File: src/rtl/pll_lock_sequencer_if.sv
// Signal bundle between the PLL lock sequencer and its environment.
// The master side drives the PLL lock flag and restart requests; the slave side is the sequencer.
interface pll_lock_sequencer_if;
    logic       pll_locked;
    logic       restart_req;
    logic       pll_rst;
    logic       sys_rst_n;
    logic       ready;
    logic       fault;
    logic [2:0] seq_state;
    logic [1:0] retry_count;
    logic [7:0] lock_loss_count;

    modport master (
        output pll_locked, restart_req,
        input  pll_rst, sys_rst_n, ready, fault, seq_state, retry_count, lock_loss_count
    );

    modport slave (
        input  pll_locked, restart_req,
        output pll_rst, sys_rst_n, ready, fault, seq_state, retry_count, lock_loss_count
    );
endinterface

File: src/rtl/pll_lock_sequencer.sv
// PLL reset/lock sequencer on the reference clock: pulses pll_rst, qualifies lock, releases sys_rst_n.
// Optional build macro PLL_SEQ_LOSS_FILTER_EN deglitches lock loss while in RUN.
module pll_lock_sequencer #(
    parameter int PLL_RST_CYCLES      = 16,
    parameter int LOCK_TIMEOUT_CYCLES = 65536,
    parameter int LOCK_STABLE_CYCLES  = 1024,
    parameter int MAX_RETRIES         = 3,
    parameter int SYNC_STAGES         = 2,
    parameter int LOSS_FILTER_CYCLES  = 4
) (
    input logic                 refclk,
    input logic                 rst_n,
    pll_lock_sequencer_if.slave bus
);
    localparam int MAX_AB  = (PLL_RST_CYCLES > LOCK_TIMEOUT_CYCLES) ? PLL_RST_CYCLES : LOCK_TIMEOUT_CYCLES;
    localparam int MAX_CD  = (LOCK_STABLE_CYCLES > LOSS_FILTER_CYCLES) ? LOCK_STABLE_CYCLES : LOSS_FILTER_CYCLES;
    localparam int CNT_MAX = (MAX_AB > MAX_CD) ? MAX_AB : MAX_CD;
    localparam int CNT_W   = $clog2(CNT_MAX) + 1;

    typedef logic [CNT_W-1:0] cnt_t;

    // Counters are loaded with N-1 so each phase lasts exactly N cycles.
    localparam cnt_t RST_LOAD     = cnt_t'(PLL_RST_CYCLES - 1);
    localparam cnt_t TIMEOUT_LOAD = cnt_t'(LOCK_TIMEOUT_CYCLES - 1);
    localparam cnt_t STABLE_LOAD  = cnt_t'(LOCK_STABLE_CYCLES - 1);
    localparam cnt_t FILTER_LOAD  = cnt_t'(LOSS_FILTER_CYCLES - 1);

    typedef enum logic [2:0] {
        S_RESET_PLL = 3'd0,
        S_WAIT_LOCK = 3'd1,
        S_STABILIZE = 3'd2,
        S_RUN       = 3'd3,
        S_FAULT     = 3'd4
    } state_t;

    state_t                 state;
    cnt_t                   cnt;
    logic [SYNC_STAGES-1:0] sync_q;
    logic                   locked_s;
    logic                   pll_rst_q;
    logic                   sys_rst_n_q;
    logic                   ready_q;
    logic                   fault_q;
    logic [1:0]             retry_q;
    logic [7:0]             loss_q;
`ifdef PLL_SEQ_LOSS_FILTER_EN
    logic                   loss_pending;
`endif

    // NOTE: the synchronizer is a pure flop chain; no logic may sit between stages.
    always_ff @(posedge refclk or negedge rst_n) begin
        if (!rst_n) sync_q <= '0;
        else        sync_q <= {sync_q[SYNC_STAGES-2:0], bus.pll_locked};
    end

    assign locked_s = sync_q[SYNC_STAGES-1];

    // NOTE: every output is a flop written only here, so sys_rst_n cannot glitch on decode.
    always_ff @(posedge refclk or negedge rst_n) begin
        if (!rst_n) begin
            state       <= S_RESET_PLL;
            cnt         <= RST_LOAD;
            pll_rst_q   <= 1'b1;
            sys_rst_n_q <= 1'b0;
            ready_q     <= 1'b0;
            fault_q     <= 1'b0;
            retry_q     <= '0;
            loss_q      <= '0;
`ifdef PLL_SEQ_LOSS_FILTER_EN
            loss_pending <= 1'b0;
`endif
        end else if (bus.restart_req) begin
            state       <= S_RESET_PLL;
            cnt         <= RST_LOAD;
            pll_rst_q   <= 1'b1;
            sys_rst_n_q <= 1'b0;
            ready_q     <= 1'b0;
            fault_q     <= 1'b0;
            retry_q     <= '0;
`ifdef PLL_SEQ_LOSS_FILTER_EN
            loss_pending <= 1'b0;
`endif
        end else begin
            case (state)
                S_RESET_PLL: begin
                    if (cnt == '0) begin
                        state     <= S_WAIT_LOCK;
                        cnt       <= TIMEOUT_LOAD;
                        pll_rst_q <= 1'b0;
                    end else begin
                        cnt <= cnt - 1'b1;
                    end
                end
                S_WAIT_LOCK: begin
                    if (locked_s) begin
                        state <= S_STABILIZE;
                        cnt   <= STABLE_LOAD;
                    end else if (cnt == '0) begin
                        if (retry_q != 2'b11) retry_q <= retry_q + 2'd1;
                        pll_rst_q <= 1'b1;
                        if (int'(retry_q) == MAX_RETRIES) begin
                            state   <= S_FAULT;
                            fault_q <= 1'b1;
                        end else begin
                            state <= S_RESET_PLL;
                            cnt   <= RST_LOAD;
                        end
                    end else begin
                        cnt <= cnt - 1'b1;
                    end
                end
                S_STABILIZE: begin
                    // A dropout restarts the wait but is not a failed attempt.
                    if (!locked_s) begin
                        state <= S_WAIT_LOCK;
                        cnt   <= TIMEOUT_LOAD;
                    end else if (cnt == '0) begin
                        state       <= S_RUN;
                        cnt         <= FILTER_LOAD;
                        sys_rst_n_q <= 1'b1;
                        ready_q     <= 1'b1;
                        retry_q     <= '0;
                    end else begin
                        cnt <= cnt - 1'b1;
                    end
                end
                S_RUN: begin
`ifdef PLL_SEQ_LOSS_FILTER_EN
                    // The filter decision is registered, adding one cycle before the loss acts.
                    if (loss_pending) begin
                        state        <= S_RESET_PLL;
                        cnt          <= RST_LOAD;
                        pll_rst_q    <= 1'b1;
                        sys_rst_n_q  <= 1'b0;
                        ready_q      <= 1'b0;
                        loss_pending <= 1'b0;
                        if (loss_q != 8'hFF) loss_q <= loss_q + 8'd1;
                    end else if (locked_s) begin
                        cnt <= FILTER_LOAD;
                    end else if (cnt == '0) begin
                        loss_pending <= 1'b1;
                    end else begin
                        cnt <= cnt - 1'b1;
                    end
`else
                    if (!locked_s) begin
                        state       <= S_RESET_PLL;
                        cnt         <= RST_LOAD;
                        pll_rst_q   <= 1'b1;
                        sys_rst_n_q <= 1'b0;
                        ready_q     <= 1'b0;
                        if (loss_q != 8'hFF) loss_q <= loss_q + 8'd1;
                    end
`endif
                end
                S_FAULT: begin
                    pll_rst_q   <= 1'b1;
                    sys_rst_n_q <= 1'b0;
                    fault_q     <= 1'b1;
                end
                default: begin
                    state       <= S_RESET_PLL;
                    cnt         <= RST_LOAD;
                    pll_rst_q   <= 1'b1;
                    sys_rst_n_q <= 1'b0;
                    ready_q     <= 1'b0;
                    fault_q     <= 1'b0;
                end
            endcase
        end
    end

    assign bus.pll_rst         = pll_rst_q;
    assign bus.sys_rst_n       = sys_rst_n_q;
    assign bus.ready           = ready_q;
    assign bus.fault           = fault_q;
    assign bus.seq_state       = state;
    assign bus.retry_count     = retry_q;
    assign bus.lock_loss_count = loss_q;
endmodule

File: src/flat_wrapper.sv
// flat-port wrapper written by rule: the top's interface ports become plain ports
module pll_lock_sequencer_flat 
#(
    parameter int PLL_RST_CYCLES      = 16,
    parameter int LOCK_TIMEOUT_CYCLES = 65536,
    parameter int LOCK_STABLE_CYCLES  = 1024,
    parameter int MAX_RETRIES         = 3,
    parameter int SYNC_STAGES         = 2,
    parameter int LOSS_FILTER_CYCLES  = 4
)
  (refclk, rst_n, bus_pll_locked, bus_restart_req, bus_pll_rst, bus_sys_rst_n, bus_ready, bus_fault, bus_seq_state, bus_retry_count, bus_lock_loss_count);
  pll_lock_sequencer_if bus_i ();
  input logic refclk;
  input logic rst_n;
  input wire logic [$bits(bus_i.pll_locked)-1:0] bus_pll_locked;
  input wire logic [$bits(bus_i.restart_req)-1:0] bus_restart_req;
  output wire logic [$bits(bus_i.pll_rst)-1:0] bus_pll_rst;
  output wire logic [$bits(bus_i.sys_rst_n)-1:0] bus_sys_rst_n;
  output wire logic [$bits(bus_i.ready)-1:0] bus_ready;
  output wire logic [$bits(bus_i.fault)-1:0] bus_fault;
  output wire logic [$bits(bus_i.seq_state)-1:0] bus_seq_state;
  output wire logic [$bits(bus_i.retry_count)-1:0] bus_retry_count;
  output wire logic [$bits(bus_i.lock_loss_count)-1:0] bus_lock_loss_count;
  assign bus_i.pll_locked = bus_pll_locked;
  assign bus_i.restart_req = bus_restart_req;
  assign bus_pll_rst = bus_i.pll_rst;
  assign bus_sys_rst_n = bus_i.sys_rst_n;
  assign bus_ready = bus_i.ready;
  assign bus_fault = bus_i.fault;
  assign bus_seq_state = bus_i.seq_state;
  assign bus_retry_count = bus_i.retry_count;
  assign bus_lock_loss_count = bus_i.lock_loss_count;
  pll_lock_sequencer #(.PLL_RST_CYCLES(PLL_RST_CYCLES), .LOCK_TIMEOUT_CYCLES(LOCK_TIMEOUT_CYCLES), .LOCK_STABLE_CYCLES(LOCK_STABLE_CYCLES), .MAX_RETRIES(MAX_RETRIES), .SYNC_STAGES(SYNC_STAGES), .LOSS_FILTER_CYCLES(LOSS_FILTER_CYCLES)) u_core (.refclk(refclk), .rst_n(rst_n), .bus(bus_i));
endmodule
File: config.mk
export PLATFORM = sky130hd
export DESIGN_NAME = pll_lock_sequencer_flat
export DESIGN_NICKNAME = d
export VERILOG_FILES = /design/src/rtl/pll_lock_sequencer_if.sv /design/src/rtl/pll_lock_sequencer.sv /design/src/flat_wrapper.sv
export SDC_FILE = /design/constraint.sdc
export NUM_CORES = 1
export LEC_CHECK = 0
export ABC_AREA = 1
export CAP_MARGIN = 20
export CELL_PAD_IN_SITES_DETAIL_PLACEMENT = 0
export CELL_PAD_IN_SITES_GLOBAL_PLACEMENT = 1
export CORE_MARGIN = 2
export CORE_UTILIZATION = 45
export DETAILED_ROUTE_END_ITERATION = 12
export GPL_TIMING_DRIVEN = 0
export PLACE_DENSITY_LB_ADDON = 0.12
export SYNTH_ARGS = -nofsm -noshare
export SYNTH_HDL_FRONTEND = slang
export SYNTH_SLANG_ARGS = --single-unit
export TNS_END_PERCENT = 100
File: constraint.sdc
create_clock -name refclk -period 4.4 [get_ports refclk]
set_input_delay 0.44 -clock refclk [delete_from_list [all_inputs] [get_ports refclk]]
set_output_delay 0.44 -clock refclk [all_outputs]
set_load 0.02 [all_outputs]
==> reports/results.env, run 1 <==
CTSHOLDBUFFERS=0
GRT.MET2_USAGE=0.416
FIN_CRIT_SH=0.449
TOP_LEVEL_PORTS=21
LAYOUTNONFILLERINSTCOUNT=476
FINAL.SETUP.TNS_NS=0
ANTENNADIODECOUNT=0
WORST-R2R-CELL-COUNT=13
TIMING.MAX_SLEW.REL_SLACK=0.454
CRITPATHREQUIREDTIME_NS=4.59
SYNTH_SEQ_AREA_SHARE=0.365
TIMING.CRITICAL_PATH.SLOWEST_STAGE_CELL='sky130_fd_sc_hd__clkdlybuf4s50_1'
DIEAREA_UM2=6140
CHIPHEIGHT_UM=78.4
FINAL.SETUP.WORST_SLACK_NS=2.42
CORE_UM2=5440
CTS-ROOT-BUF='sky130_fd_sc_hd__clkbuf_8'
SETUP_VIOL=0
HTREEDEPTH=2
GRT_START_MAX_NET_PINS=37
TRACK_USAGE=0.241
STARTPOINT_CLASS='input pin'
P_INT_mW=0.781
WORSTSETUPSTARTPOINT='bus_restart_req'
DRT_WL_TOTAL_MM=6.49
TIMING.CLOCK.SKEW_NS=0.00565
STARTPOINT_OF_THE_MOST_CRITICAL_REGISTER_TO_REGISTER_PATH='u_core.cnt[0]$_DFFE_PN1P_'
START_UTIL=0.458
RSZ0062_AT_GRT='no'
TRITONCTS='built'
SEQ_POWER_SHARE=0.348
CTS_REPAIR_RESIZE_COUNT=0
F_MAX_GHz=0.506
ANTENNA_FOUND_INITIAL=0
CRIT_PATH_MAX_FANOUT=6
POSTCTSSETUPBUFFERS=0
CP_TOP_FAMILY='simple AND/OR/NAND/NOR gates'
CRITPATHMAXSTAGEDELAY_NS=0.50
SYNTH_FP_NETS=384
WORSTPATHARRIVAL_NS=2.16
YOSYS_WARNINGS=0
USE_MET3=0.0414
SYNTH.AVG_CELL_AREA_UM2=6.62
FLOORPLAN.DIE.WIDTH_UM=78.4
CTS-ROOT-TO-SINK-BUFFERS=2
TIMING.CRITICAL_PATH.CELLS='clkdlybuf4s50_1, nor2_1, inv_1, nor3_1, o21ai_1, nor2_1, nand3_1, xor2_1'
NUM-NETS-FINAL=411
ROUTE.ANTENNA.REMAINING_NETS=0
ENDPOINT='u_core.bus.lock_loss_count[5]$_DFFE_PN0P_'
DPL.CELL_COUNT=468
REGTOREGSETUPSLACK_NS=2.46
FINALHOLDWORSTSLACK_NS=0.235
NUMBER_OF_REGISTER_BITS_INFERRED_BY_SYNTHESIS=36
POWER_DENSITY_nW_PER_UM2=510
GRT-OVFL-TOTAL=0
P_LEAK_nW=1.54
INITIALDRTVIOLATIONCOUNT=102
DRT-VIAS-PER-INSTANCE=5.09
CLOCK_TRANSITION_TIME_AT_THE_FLIP_FLOP_CLOCK_PINS_OF_THE_WORST_SETUP_AND_HOLD_PATHS_NS=0.08
PORT-BUFFER-COUNT=20
SWITCHING_SHARE=0.466
TIGHTEST_SLEW_NS=0.819
RELATIVE_CONTRIBUTION_OF_COMBINATIONAL_CELLS_TO_TOTAL_POWER=0.483
ROUTABILITYCONGESTION=0.850
YOSYSUNIQUECELLTYPES=32
GRT.MET1_USAGE=0.305
AREA_DELTA_SYNTH_FINAL_PCT=15.2
VIAS=2424
SWITCHING_POWER_mW=0.681
DR.PASS1.ITERS=4
REPORT.FINAL.HOLD_VIOL_COUNT=0
SYNTH_CELLS=376
STATUS='finished clean'
SHARE_CLK_OF_TOTAL_POWER=0.169
CRITICAL-PATH-TOP-CELL-BY-COUNT='sky130_fd_sc_hd__nor2_1'
CLOCK_SINK_COUNT=36
DRIVE_ABOVE_1_SHARE=0.0693
WIRE_LENGTH_OF_THE_FIRST_GLOBAL_ROUTING_PASS_MM=11.6
VIA_COUNT_OF_THE_FIRST_GLOBAL_ROUTING_PASS=2432
MOST_COMMON_CELL_AFTER_LAYOUT_FILL_AND_TAPS_ASIDE='sky130_fd_sc_hd__nand2_1'
DRCVIOLATIONCOUNT=0
NUM_ROWS=27
GRT-BUSIEST-LAYER='met2'
DPL_WORST_SLACK_NS=2.07
CTS_MADE_BUFFERS=5
CRIT_TYPE='input pin to register'
MAX-CAP-VIOLATIONS=0
MIN_PATH_TYPE='input pin to asynchronous set/reset pin'
CLOCK_LATENCY_NS=0.30
WORSTPATHBUFFERINVERTERCOUNT=2
LAYOUT.CELLS.MOST_COMMON_LIST='sky130_fd_sc_hd__nand2_1, sky130_fd_sc_hd__nor2_1, sky130_fd_sc_hd__nand3_1, sky130_fd_sc_hd__inv_1, sky130_fd_sc_hd__dfrtp_1'
CRIT_PATH_END_KIND='register'
MIN_PERIOD_NS=1.98
WORST-PATH-STAGES=8
VDD_IR_DROP_MAX_mV=0.308
DP_HPWL_MM=4.75
DETAIL_ROUTE.WL_PER_CELL_UM=13.6
MAXSLEWVIOLCOUNT=0
POST_SYNTH_INSTANCE_AREA_UM2=2490
CRIT-REG2REG-CAPTURE='u_core.cnt[2]$_DFFE_PN1P_'
POWER_mW=1.46
==> per-layer routing <==
metal,part of all wire,wire length [um],vias up
li1,-,-,1242
met4,0.011,74,0
met1,0.45,2890,1133
met3,0.038,248,8
met2,0.51,3280,41
met5,0,0,-
==> logic make-up (layout without fill, tap and decap cells) <==
| group | Yosys count | in the layout | synth area share |
|---|---|---|---|
| multiplexers | 2 | 2 | 0.00905 |
| flip-flops | 36 | 36 | 0.365 |
| buffers and inverters | 41 | 69 | 0.0684 |
| XOR/XNOR | 9 | 9 | 0.0317 |
| AND/OR/NAND/NOR | 259 | 259 | 0.446 |
| adder cells (fa/ha/maj) | 4 | 4 | 0.0201 |
| AO/OA/AOI/OAI | 25 | 25 | 0.0603 |
==> worst reg2reg max path, delay by kind of cell (launching register included) <==
family          cells  cell delay (ns)
fa+ha+maj           1             0.20
compound gates      1             0.07
simple gates        7             0.58
flops               1             0.58
buf+inv             4             0.46
==> Yosys cell counts (all sizes together) <==
master / n / share of area
nand2: 157 / 0.24
nor2: 50 / 0.086
nand3: 42 / 0.092
inv: 37 / 0.056
dfrtp: 31 / 0.31
o21ai: 18 / 0.041
nand3b: 6 / 0.018
xor2: 6 / 0.021
dfstp: 5 / 0.053
a21oi: 4 / 0.0096
ha: 4 / 0.020
buf: 3 / 0.011
xnor2: 3 / 0.011
mux2: 2 / 0.0090
nand4: 2 / 0.0050
a311oi: 1 / 0.0035
and2: 1 / 0.0025
clkbuf: 1 / 0.0015
nor3: 1 / 0.0020
o2111ai: 1 / 0.0035
o21bai: 1 / 0.0030
==> per-stage QoR <==
step            util  cell area (um2)
4_1_cts        0.527             2870
3_5_place_dp   0.510             2770
3_3_place_gp   0.511             2780
5_1_grt        0.527             2870
6_report       0.527             2870
2_1_floorplan      -             2490
==> state kept, by name, indices dropped and copies added, names as in the netlist <==
signal	count
u_core.bus.ready	1
u_core.bus.lock_loss_count	8
u_core.bus.retry_count	2
u_core.sync_q	2
u_core.bus.fault	1
u_core.bus.sys_rst_n	1
u_core.cnt	17
u_core.bus.pll_rst	1
u_core.bus.seq_state	3
==> power groups by stage <==
stage / Clock, mW / Sequential [mW] / Combinational, mW
floorplan: 0 / 0.537 / 0.461
global placement: 0 / 0.513 / 0.702
detailed placement: 0 / 0.514 / 0.709
CTS: 0.258 / 0.509 / 0.712
global route: 0.269 / 0.525 / 0.806
finish: 0.247 / 0.509 / 0.706
==> area by class of cell <==
type / instances / area [um2]
Tap cell: 72 / 90.1
Timing Repair Buffer: 20 / 195
Clock buffer: 5 / 68.8
Multi-Input combinational cell: 299 / 1410
Clock inverter: 3 / 23.8
Inverter: 37 / 139
Fill cell: 584 / 2570
Sequential cell: 36 / 907
Buffer: 4 / 31.3
==> how the worst min path moves through the flow <==
stage                                              end  slack [ns]
final                       u_core.cnt[13]$_DFFE_PN0P_        0.23
after global routing        u_core.cnt[13]$_DFFE_PN0P_        0.31
after CTS                   u_core.cnt[13]$_DFFE_PN0P_        0.27
after detailed placement    u_core.sync_q[1]$_DFF_PN0_        0.34
after global placement      u_core.sync_q[1]$_DFF_PN0_        0.33
after floorplan           u_core.bus.fault$_DFFE_PN0P_        0.14
No activity file was read; power rests on OpenSTA's default activity.
==> inputs of run 2 (changes only) <==
- CORE_UTILIZATION: 45 -> 41
- clock period: 4.4 -> 2 ns (I/O delays scaled with it)
==> reports/results.env, run 2 (synthesized netlist as in run 1, its figures left out) <==
LAYOUT.CELLS.MOST_COMMON_LIST='sky130_fd_sc_hd__nand2_1, sky130_fd_sc_hd__nor2_1, sky130_fd_sc_hd__nand3_1, sky130_fd_sc_hd__inv_1, sky130_fd_sc_hd__dfrtp_1'
DRIVE_ABOVE_1_SHARE=0.101
POST-ROUTE-UTIL=0.500
INITIALDRTVIOLATIONCOUNT=94
POWER_DENSITY_nW_PER_UM2=1150
LARGEST_REGISTER_FFS=17
CRIT_PATH_END_KIND='register'
CHIPHEIGHT_UM=81.9
LAYOUTNONFILLERINSTCOUNT=482
ROUTABILITYCONGESTION=0.834
DRT_WL_TOTAL_MM=6.64
MIN_PERIOD_NS=1.86
FLOORPLAN.DIE.WIDTH_UM=81.9
MOST_COMMON_CELL_AFTER_LAYOUT_FILL_AND_TAPS_ASIDE='sky130_fd_sc_hd__nand2_1'
CLOCK_SINK_COUNT=36
HTREEDEPTH=2
DRCVIOLATIONCOUNT=0
RSZ0062_AT_GRT='no'
CTS-ROOT-TO-SINK-BUFFERS=2
WORSTPATHARRIVAL_NS=2.09
CRITPATHREQUIREDTIME_NS=2.23
FINAL.SETUP.TNS_NS=0
CORE_UM2=5890
ANTENNADIODECOUNT=0
F_MAX_GHz=0.537
DP_HPWL_MM=4.79
DRT-VIAS-PER-INSTANCE=5.06
LARGEST_REGISTER='u_core.cnt'
FIN_CRIT_SH=0.930
SHARE_CLK_OF_TOTAL_POWER=0.195
AREA_DELTA_SYNTH_FINAL_PCT=18.2
GRT-OVFL-TOTAL=0
TRITONCTS='built'
MAX-CAP-VIOLATIONS=0
CTSHOLDBUFFERS=0
FINALHOLDWORSTSLACK_NS=0.00394
CTS_MADE_BUFFERS=5
PLACED_CELL_AREA_UM2=2780
NUM-NETS-FINAL=414
REPORT.FINAL.HOLD_VIOL_COUNT=0
SETUP_VIOL=0
TRACK_USAGE=0.223
MAXSLEWVIOLCOUNT=0
SWITCHING_SHARE=0.450
CLOCK_TRANSITION_TIME_AT_THE_FLIP_FLOP_CLOCK_PINS_OF_THE_WORST_SETUP_AND_HOLD_PATHS_NS=0.08
WIRE_LENGTH_OF_THE_FIRST_GLOBAL_ROUTING_PASS_MM=11.4
TIGHTEST_SLEW_NS=0.847
CRIT_TYPE='register to register'
POWER_mW=3.37
SWITCHING_POWER_mW=1.52
GRT_START_MAX_NET_PINS=37
CRIT_PATH_MAX_FANOUT=7
START_UTIL=0.423
VIAS=2438
SEQ_POWER_SHARE=0.332
STARTPOINT_CLASS='register'
ANTENNA_FOUND_INITIAL=0
FINAL_CELL_AREA_UM2=2940
FINAL.SETUP.WORST_SLACK_NS=0.139
DPL_WORST_SLACK_NS=-0.110
P_LEAK_nW=1.56
MULTI_INPUT_COMB_AREA_UM2=1430
RELATIVE_CONTRIBUTION_OF_COMBINATIONAL_CELLS_TO_TOTAL_POWER=0.473
TOP_LEVEL_PORTS=21
MIN_PATH_TYPE='input pin to asynchronous set/reset pin'
FILL_CELLS=615
VDD_IR_DROP_MAX_mV=0.541
SEQ_AREA_UM2=907
DETAIL_ROUTE.WL_PER_CELL_UM=13.8
DR.PASS1.ITERS=4
NUM_ROWS=28
DPL.CELL_COUNT=471
STATUS='finished clean'
PORT-BUFFER-COUNT=20
TIMING.MAX_SLEW.REL_SLACK=0.436
P_INT_mW=1.86
CTS-ROOT-BUF='sky130_fd_sc_hd__clkbuf_8'
VIA_COUNT_OF_THE_FIRST_GLOBAL_ROUTING_PASS=2380
CLOCK_LATENCY_NS=0.29
TIMING.CLOCK.SKEW_NS=0.00686
DIEAREA_UM2=6710
ROUTE.ANTENNA.REMAINING_NETS=0
run 2: changes by cell type in the layout (fill, tap and decap cells not counted), moves of 2 or more:
cell and change:
sky130_fd_sc_hd__inv_2 +3, sky130_fd_sc_hd__nor2_2 +5, sky130_fd_sc_hd__nand3_1 -2, sky130_fd_sc_hd__nor2_1 -5, sky130_fd_sc_hd__nand3_2 +2, sky130_fd_sc_hd__inv_1 -3, sky130_fd_sc_hd__buf_4 +2
run 2: cell type report:
type | count | area share
multi-input cells | 299 | 0.487
inverters | 37 | 0.0472
clock inverters | 3 | 0.0145
plain buffers | 4 | 0.0119
repair buffers | 23 | 0.0753
clock buffers | 5 | 0.0234
well taps | 75 | 0.0319
flip-flops and latches | 36 | 0.308
run 2: routing by layer:
metal  GRT usage  part of all wire  vias to the layer above
met2       0.373              0.48                       40
met3      0.0341             0.024                       12
met4      0.0883             0.027                        0
li1            -                 -                     1248
met5           0                 0                        -
met1       0.286              0.47                     1138
run 2: final timing paths:
check / end / slack, ns / depth (start not counted) / start
worst max-delay path: u_core.cnt[9]$_DFFE_PN0P_ / 0.14 / 11 / u_core.cnt[1]$_DFFE_PN1P_
worst min-delay path: u_core.cnt[13]$_DFFE_PN0P_ / 0.004 / 1 / rst_n
max in group asynchronous: u_core.bus.sys_rst_n$_DFFE_PN0P_ / 1.46 / 1 / rst_n
worst min register to register: u_core.sync_q[1]$_DFF_PN0_ / 0.36 / 0 / u_core.sync_q[0]$_DFF_PN0_
worst max register to register: u_core.cnt[9]$_DFFE_PN0P_ / 0.14 / 11 / u_core.cnt[1]$_DFFE_PN1P_
min in group refclk: u_core.sync_q[0]$_DFF_PN0_ / 0.34 / 1 / bus_pll_locked
run 2: power by group through the flow:
| stage | Sequential (mW) | Clock [mW] | Combinational (mW) |
|---|---|---|---|
| after floorplan | 1.18 | 0 | 1.02 |
| after global placement | 1.13 | 0 | 1.55 |
| after detailed placement | 1.13 | 0 | 1.56 |
| after CTS | 1.12 | 0.685 | 1.57 |
| after global routing | 1.15 | 0.716 | 1.83 |
| final | 1.12 | 0.658 | 1.60 |
run 2: worst max-delay path, cell delays in order, from the launching register on:
cell                      delay (ns)
sky130_fd_sc_hd__dfstp_2        0.38
sky130_fd_sc_hd__inv_1          0.11
sky130_fd_sc_hd__ha_1           0.18
sky130_fd_sc_hd__inv_1          0.05
sky130_fd_sc_hd__nor2_1         0.10
sky130_fd_sc_hd__nand2_1        0.10
sky130_fd_sc_hd__nor2_4         0.19
sky130_fd_sc_hd__nand3_4        0.12
sky130_fd_sc_hd__o21ai_4        0.30
sky130_fd_sc_hd__buf_6          0.17
sky130_fd_sc_hd__nand2_1        0.05
sky130_fd_sc_hd__nand2_1        0.06
run 2: repair_timing:
action | 4_1_cts | 5_1_grt
endpoints found under the hold margin | 0 | 0
setup endpoints to repair | 0 | 20
resized for setup | 0 | 14
setup buffers | 0 | 2
==> inputs of run 3 (changes only) <==
- CORE_MARGIN: 2 -> default
==> reports/results.env, run 3 (synthesized netlist as in run 1, its figures left out) <==
CRIT_TYPE='register to register'
SETUP_VIOL=0
PORT-BUFFER-COUNT=20
LAYOUT.CELLS.MOST_COMMON_LIST='sky130_fd_sc_hd__nand2_1, sky130_fd_sc_hd__nor2_1, sky130_fd_sc_hd__nand3_1, sky130_fd_sc_hd__inv_1, sky130_fd_sc_hd__dfrtp_1'
STARTPOINT_CLASS='register'
VDD_IR_DROP_MAX_mV=0.487
CRIT_PATH_MAX_FANOUT=10
WIRE_LENGTH_OF_THE_FIRST_GLOBAL_ROUTING_PASS_MM=11.0
FINAL.SETUP.WORST_SLACK_NS=0.169
CORE_UM2=5890
LARGEST_REGISTER='u_core.cnt'
TIGHTEST_SLEW_NS=0.852
VIA_COUNT_OF_THE_FIRST_GLOBAL_ROUTING_PASS=2276
ANTENNADIODECOUNT=0
WORSTPATHARRIVAL_NS=2.00
ROUTABILITYCONGESTION=0.851
NUM_ROWS=28
TRITONCTS='built'
POWER_DENSITY_nW_PER_UM2=1120
LARGEST_REGISTER_FFS=17
DP_HPWL_MM=4.80
STATUS='finished clean'
CHIPHEIGHT_UM=79.9
FLOORPLAN.DIE.WIDTH_UM=79.9
MAX-CAP-VIOLATIONS=0
DRCVIOLATIONCOUNT=0
CRITPATHREQUIREDTIME_NS=2.17
ROUTE.ANTENNA.REMAINING_NETS=0
INITIALDRTVIOLATIONCOUNT=107
DRIVE_ABOVE_1_SHARE=0.0887
POST-ROUTE-UTIL=0.493
HTREEDEPTH=2
ANTENNA_FOUND_INITIAL=0
VIAS=2435
TIMING.CLOCK.SKEW_NS=0.00733
GRT_START_MAX_NET_PINS=37
MULTI_INPUT_COMB_AREA_UM2=1420
MOST_COMMON_CELL_AFTER_LAYOUT_FILL_AND_TAPS_ASIDE='sky130_fd_sc_hd__nand2_1'
MAXSLEWVIOLCOUNT=0
DRT-VIAS-PER-INSTANCE=5.06
NUM-NETS-FINAL=413
CTS-ROOT-TO-SINK-BUFFERS=2
CTSHOLDBUFFERS=0
DR.PASS1.ITERS=4
START_UTIL=0.423
MIN_PATH_TYPE='input pin to asynchronous set/reset pin'
GRT-OVFL-TOTAL=0
REPORT.FINAL.HOLD_VIOL_COUNT=0
CLOCK_SINK_COUNT=36
SEQ_AREA_UM2=907
DPL_WORST_SLACK_NS=-0.110
TOP_LEVEL_PORTS=21
P_LEAK_nW=1.55
MIN_PERIOD_NS=1.83
DRT_WL_TOTAL_MM=6.57
AREA_DELTA_SYNTH_FINAL_PCT=16.6
CLOCK_TRANSITION_TIME_AT_THE_FLIP_FLOP_CLOCK_PINS_OF_THE_WORST_SETUP_AND_HOLD_PATHS_NS=0.08
FILL_CELLS=640
CLOCK_LATENCY_NS=0.29
CTS_MADE_BUFFERS=5
DPL.CELL_COUNT=471
RSZ0062_AT_GRT='yes'
DIEAREA_UM2=6390
LAYOUTNONFILLERINSTCOUNT=481
CTS-ROOT-BUF='sky130_fd_sc_hd__clkbuf_8'
CRIT_PATH_END_KIND='register'
F_MAX_GHz=0.546
FIN_CRIT_SH=0.916
TRACK_USAGE=0.226
DETAIL_ROUTE.WL_PER_CELL_UM=13.6
TIMING.MAX_SLEW.REL_SLACK=0.432
-- run 3: cell types whose count changed in the layout (fill, tap and decap cells not counted), sizes merged --
cell      previous run  this run
buf                  7         6
bufinv               1         0
clkbuf               6         7
clkinv               1         2
clkinvlp             1         0
-- run 3: repair_timing --
| item | in CTS | in global routing |
|---|---|---|
| setup endpoints to repair | 0 | 14 |
| buffers inserted | 0 | 2 |
| gates resized for setup | 0 | 7 |
-- run 3: worst paths after layout --
kind | cells after the start | to | slack, ns | start
min in group refclk | 0 | u_core.sync_q[1]$_DFF_PN0_ | 0.35 | u_core.sync_q[0]$_DFF_PN0_
min reg2reg | 0 | u_core.sync_q[1]$_DFF_PN0_ | 0.35 | u_core.sync_q[0]$_DFF_PN0_
max reg2reg | 9 | u_core.bus.seq_state[1]$_DFFE_PN0P_ | 0.17 | u_core.cnt[8]$_DFFE_PN0P_
max | 9 | u_core.bus.seq_state[1]$_DFFE_PN0P_ | 0.17 | u_core.cnt[8]$_DFFE_PN0P_
min | 1 | u_core.cnt[13]$_DFFE_PN0P_ | 0.02 | rst_n
max in group asynchronous | 1 | u_core.bus.retry_count[0]$_DFFE_PN0P_ | 1.44 | rst_n
-- run 3: critical path, cell delays in order (launching register included) --
cell and delay [ns]:
sky130_fd_sc_hd__dfrtp_1 0.45, sky130_fd_sc_hd__nor2_2 0.26, sky130_fd_sc_hd__nand2_2 0.15, sky130_fd_sc_hd__nor2_8 0.22
sky130_fd_sc_hd__nand2_4 0.12, sky130_fd_sc_hd__buf_8 0.17, sky130_fd_sc_hd__nand3_1 0.08, sky130_fd_sc_hd__nand3_2 0.12
sky130_fd_sc_hd__nand2_1 0.09, sky130_fd_sc_hd__o21ai_1 0.06
-- run 3: report_power, final --
part	total [mW]	switching [mW]	internal (mW)
logic	1.57	1.01	0.559
registers	1.12	0.196	0.925
clock network	0.546	0.271	0.275
total	3.24	1.48	1.76
-- run 3: metrics by stage --
step	power, mW	setup TNS [ns]	area [um2]	hold WS, ns
6_report	3.24	0	2900	0.0156
4_1_cts	3.25	0	2870	0.0509
5_1_grt	3.54	-0.0102	2900	0.0791
2_1_floorplan	2.20	0	2490	-0.0956
3_5_place_dp	2.69	-0.401	2780	0.335
3_3_place_gp	2.68	-6.95	2780	0.333
-- run 3: metal layers --
layer	part of all wire	track usage
met5	0	0
met1	0.47	0.280
met2	0.49	0.398
met4	0.016	0.0696
met3	0.027	0.0354
-- run 3: final cells by class --
class,count,share of cell area
multi-input combinational,299,0.491
buffer,4,0.0121
sequential,36,0.313
timing repair buffer,22,0.0724
inverter,37,0.0479
clock inverter,2,0.00345
tap,75,0.0323
clock buffer,6,0.0285
==> variant 1: new RTL, settings of run 1 <==
`LOCK_TIMEOUT_CYCLES` is set to 65536 in 2 places; all go to 131072.
--- a/src/rtl/pll_lock_sequencer.sv
+++ b/src/rtl/pll_lock_sequencer.sv
@@ -4,3 +4,3 @@
     parameter int PLL_RST_CYCLES      = 16,
-    parameter int LOCK_TIMEOUT_CYCLES = 65536,
+    parameter int LOCK_TIMEOUT_CYCLES = 131072,
     parameter int LOCK_STABLE_CYCLES  = 1024,
--- a/src/flat_wrapper.sv
+++ b/src/flat_wrapper.sv
@@ -4,3 +4,3 @@
     parameter int PLL_RST_CYCLES      = 16,
-    parameter int LOCK_TIMEOUT_CYCLES = 65536,
+    parameter int LOCK_TIMEOUT_CYCLES = 131072,
     parameter int LOCK_STABLE_CYCLES  = 1024,
Check against the original RTL: no difference found for any inputs over 10 cycles, from zero or initial values and one cycle with rst_n low; that may be too few to reach the edited logic, so the function may still have changed.
==> variant 1 against run 1 <==
  * Combinational power decreased by 11%
  * Routed wire length down 4.9%
  * Via count decreased by 2.6%
  * Count of clock-buffer cells in the layout grew 1
  * Sequential cell count rose by 1
  * Setup slack got worse by 0.17 ns
  * Synthesized area is 2.4% higher
  * Critical path depth up 3
  * Cell area grew 3.0%
  * Maximum frequency down 7.8%
  * Total power shrank 1.7%
  * Critical path type is now reg -> reg
==> variant 1: results (changes against run 1) <==
finish:
  largest_register_ffs: 18  # was 17
  drive_gt1_share_pct: 7.960  # was 6.931%
  largest-register: "u_core.cnt"  # unchanged
  final_core_util_pct: 53.96  # was 52.70%
  num_antenna_cells: 0  # unchanged
  final_nets: 408  # was 411
  fillers: 578  # was 584
drt:
  firstDrtPassIters: 4  # unchanged
  met3_length_um: 260  # was 248 um
  highest_layer: "met4"  # unchanged
  wirelength_um: 6166  # was 6487 um
  met1Wirelength_um: 2812  # was 2887 um
  wl_met2_um: 3009  # was 3277 um
  vias_per_cell: 4.981  # was 5.092
  avgRoutedWirePerCell_um: 13.01  # was 13.63 um
  drt_iter0_markers: 86  # was 102
grt:
  grt_first_pass_wirelength_um: 10650  # was 11,620 um
  use_met2_pct: 38.22  # was 41.55%
  met1_usage_pct: 26.55  # was 30.50%
  antenna_found_initial: 0  # unchanged
  grt_pass1_vias: 2305  # was 2,432
  grt_max_degree: 38  # was 37
  use_met3_pct: 3.636  # was 4.138%
  track_usage_pct: 21.69  # was 24.06%
power_and_ir_drop:
  switching_share_pct: 42.53  # was 46.57%
  leakage_nw: 1.574  # was 1.536 nW
  irDropWorstVdd_mv: 0.2622  # was 0.3076 mV
timing:
  clock_skew_ns: 0.005503  # was 0.005652 ns
  worstMarginPinSlew_ns: 0.8427  # was 0.8195 ns
  fin_ws_ns: 2.257  # was 2.424 ns
  hold_slack_ns: 0.2404  # was 0.2346 ns
clock_tree:
  cts_buffers: 5  # unchanged
  cts_resized: 0  # unchanged
  clk_latency_ns: 0.30  # about the same
logic_synthesis:
  synth_area_leaders: "dfrtp_1, nand2_1, nand3_1, nor2_1, inv_1"  # unchanged
  synthDistinctLibCells: 32  # unchanged
  syn_nets: 381  # was 384
  syn_inst: 374  # was 376
  netlist_top_cells_count: "nand2_1, nor2_1, inv_1"  # was nand2_1, nor2_1, nand3_1
  synth-seq-area-share_pct: 36.59  # was 36.45%
  synthFlopType: "dfrtp_1"  # unchanged
critical_path:
  rr_worst_depth: 11  # was 13
  cp-endpoint: "u_core.cnt[14]"  # was u_core.bus.lock_loss_count[5]
  arrival_ns: 2.33  # was 2.16 ns
  crit_start: "u_core.cnt[0]"  # was bus_restart_req
  path_max_fanout: 10  # was 6
placement:
  hpwl_um: 4483  # was 4746 um
  place_inst: 466  # was 468
  place.gp.congestion: 0.9040  # was 0.8501
  placed_area_sq_mm: 0.002833  # was 0.002774 sq mm
  pre_cts_slack_ns: 2.183  # was 2.068 ns
status:
  status: "completed"  # unchanged
==> variant 1: changes by cell type after synthesis, moves of 3 or more <==
cell and change:
and2_1 +3, nand2_1 -10, nand3_1 -7, nand3b_1 -3, nand4_1 +6, nor2_1 -5
nor3_1 +4, o21ai_1 -3, xor2_1 +4
==> variant 1: cell families (layout without fill, tap and decap cells) <==
| family | Yosys count | after routing | synth area share, % |
|---|---|---|---|
| AND/OR/NAND/NOR | 256 | 256 | 45.28 |
| flip-flops | 37 | 37 | 36.59 |
| buffers and inverters | 43 | 71 | 7.318 |
| AO/OA/AOI/OAI | 20 | 20 | 4.175 |
| XOR/XNOR | 15 | 15 | 5.157 |
| adder cells (fa/ha/maj) | 3 | 3 | 1.474 |
==> variant 1: layout make-up <==
cell class | count | area share, %
Clock inverter | 2 | 1.271
Multi-Input combinational cell | 294 | 48.39
Clock buffer | 6 | 2.797
Sequential cell | 37 | 31.57
Buffer | 4 | 1.356
Tap cell | 72 | 3.051
Inverter | 39 | 4.958
Timing Repair Buffer | 20 | 6.610
==> variant 1: power groups by stage <==
stage / registers (mW) / clock network, mW / logic [mW]
6_report: 0.494 / 0.315 / 0.628
3_5_place_dp: 0.501 / 0 / 0.627
4_1_cts: 0.495 / 0.326 / 0.631
3_3_place_gp: 0.498 / 0 / 0.620
2_1_floorplan: 0.519 / 0 / 0.426
5_1_grt: 0.507 / 0.332 / 0.723
==> variant 1: critical path, cell delays in order (launching register included) <==
cell and delay (ns):
dfstp_2 0.37, inv_1 0.12, ha_1 0.33, nand2_2 0.15
nor2_8 0.21, nand4_2 0.29, nand2_1 0.14, nand2_1 0.16
nand2_1 0.11, nand2_1 0.06, nand2_1 0.05, nand2_1 0.05
==> variant 2: new RTL, flow settings as in run 1 <==
Made on the original files. Make the reset (`rst_n`) synchronous in 2 clocked blocks.
--- a/src/rtl/pll_lock_sequencer.sv
+++ b/src/rtl/pll_lock_sequencer.sv
@@ -50,3 +50,3 @@
     // NOTE: the synchronizer is a pure flop chain; no logic may sit between stages.
-    always_ff @(posedge refclk or negedge rst_n) begin
+    always_ff @(posedge refclk) begin
         if (!rst_n) sync_q <= '0;
@@ -58,3 +58,3 @@
     // NOTE: every output is a flop written only here, so sys_rst_n cannot glitch on decode.
-    always_ff @(posedge refclk or negedge rst_n) begin
+    always_ff @(posedge refclk) begin
         if (!rst_n) begin
Function: no difference found for any inputs over 10 cycles, from zero or initial values and one cycle with rst_n low; that may be too few to reach the edited logic, so the function may still have changed.
==> variant 2 against run 1 <==
  * Sequential cell count did not move
  * Cell area fell by 9.3%
  * Synthesized area fell by 11%
  * Maximum frequency rose by 1.0%
  * Non-clock buffer count fell by 2
  * Setup slack improved by 0.020 ns
  * Routed wire length fell by 25%
  * Highest routed layer unchanged
  * Critical path depth fell by 7
Power is not compared: it rests on default switching activity, and its combinational part moved more than twofold at a synthesized area within 25%.
==> variant 2: results (changes against run 1) <==
worst_hold_path:
  holdCritPathClass: "reg -> reg"  # was in -> async
clock_tree:
  clk_latency_ns: 0.28  # was 0.30 ns
logic_synthesis:
  synth_area_leaders: "dfxtp_1, nand2_1, inv_1, nand3_1, nor2_1"  # was dfrtp_1, nand2_1, nand3_1, nor2_1, inv_1
  synth-seq-area-share_pct: 32.38  # was 36.45%
  synthDistinctLibCells: 30  # was 32
  netlist_top_cells_count: "nand2_1, inv_1, nor2_1"  # was nand2_1, nor2_1, nand3_1
  async_flop_share_pct: 0  # was 100.0%
  synth_compound_area_share_pct: 6.239  # was 6.033%
  synth_fa_ha_area_share_pct: 2.248  # was 2.011%
  synthMuxAreaShare_pct: 0  # was 0.9050%
  synthXorXnorAreaFrac_pct: 5.509  # was 3.167%
drt:
  vias_per_cell: 4.813  # was 5.092
  drt_iter0_markers: 72  # was 102
  avgRoutedWirePerCell_um: 11.00  # was 13.63 um
grt:
  met1_usage_pct: 24.69  # was 30.50%
  grt_max_degree: 11  # was 37
  use_met2_pct: 33.83  # was 41.55%
  track_usage_pct: 19.78  # was 24.06%
  use_met3_pct: 4.336  # was 4.138%
  grt_first_pass_wirelength_um: 8514  # was 11,620 um
  grt_pass1_vias: 1959  # was 2,432
critical_path:
  cpLargestDelayFamily: "buffers and inverters"  # was simple AND/OR/NAND/NOR gates
  reg2reg_from: "u_core.cnt[0]"  # unchanged
  critPathMaxStageDelay_ns: 0.68  # was 0.50 ns
  arrival_ns: 1.52  # was 2.16 ns
  reg2reg_to: "u_core.bus.retry_count[1]"  # was u_core.cnt[2]
  worstSetupPathType: "reg -> out"  # was in -> reg
  path_max_fanout: 8  # was 6
  crit_start: "u_core.bus.seq_state[0]"  # was bus_restart_req
  ff2ff_setup_slack_ns: 2.60  # was 2.46 ns
finish:
  drive_gt1_share_pct: 10.85  # was 6.931%
  final_nets: 385  # was 411
placement:
  pre_cts_slack_ns: 2.198  # was 2.068 ns
  hpwl_um: 3768  # was 4746 um
  place.gp.congestion: 0.8769  # was 0.8501
  portBuffers: 20  # unchanged
timing:
  hold_slack_ns: 0.4158  # was 0.2346 ns
  worstMarginPinSlew_ns: 0.4329  # was 0.8195 ns
  fin_ws_ns: 2.444  # was 2.424 ns
  clock_skew_ns: 0.004449  # was 0.005652 ns
status:
  status: "completed"  # unchanged
-- variant 2: logic make-up (layout without fill, tap and decap cells) --
| kind of cell | count (synthesis) | count (layout) |
|---|---|---|
| xor gates and xnor gates | 14 | 14 |
| adders and majority gates | 4 | 4 |
| DFF | 36 | 36 |
| and+or+nand+nor | 220 | 220 |
| buffers and inverters | 52 | 80 |
| AOI/OAI and AO/OA | 24 | 24 |
-- variant 2: cell type report --
| type | count | area, sq um |
|---|---|---|
| plain buffers | 2 | 16.27 |
| clock buffers | 8 | 90.09 |
| fillers | 528 | 2155 |
| inverters | 50 | 187.7 |
| multi-input cells | 262 | 1301 |
| flip-flops and latches | 36 | 720.7 |
| well taps | 67 | 83.83 |
| repair buffers | 20 | 200.2 |
-- variant 2: worst max path at each step --
stage                           endpoint
2_1_floorplan  u_core.bus.retry_count[1]
3_3_place_gp               u_core.cnt[3]
3_5_place_dp               u_core.cnt[3]
4_1_cts                 bus_seq_state[0]
5_1_grt        u_core.bus.retry_count[1]
6_report                bus_seq_state[0]
-- variant 2: per-stage QoR --
stage	cell area [sq um]	std cells
global route	2600	445
CTS	2600	445
floorplan	2226	350
global placement	2510	437
finish	2600	445
detailed placement	2510	437
-- variant 2: metal layers --
| metal | vias to the layer above | share of wire (%) |
|---|---|---|
| li1 | 1148 | - |
| met1 | 963 | 47 |
| met2 | 24 | 48 |
| met3 | 7 | 3.0 |
| met4 | 0 | 1.4 |
| met5 | - | 0 |
-- variant 2: power breakdown --
group | switching (mW) | internal, mW
logic | 0.0104 | 0.00551
clock network | 0.114 | 0.128
registers | 0.00114 | 0.327
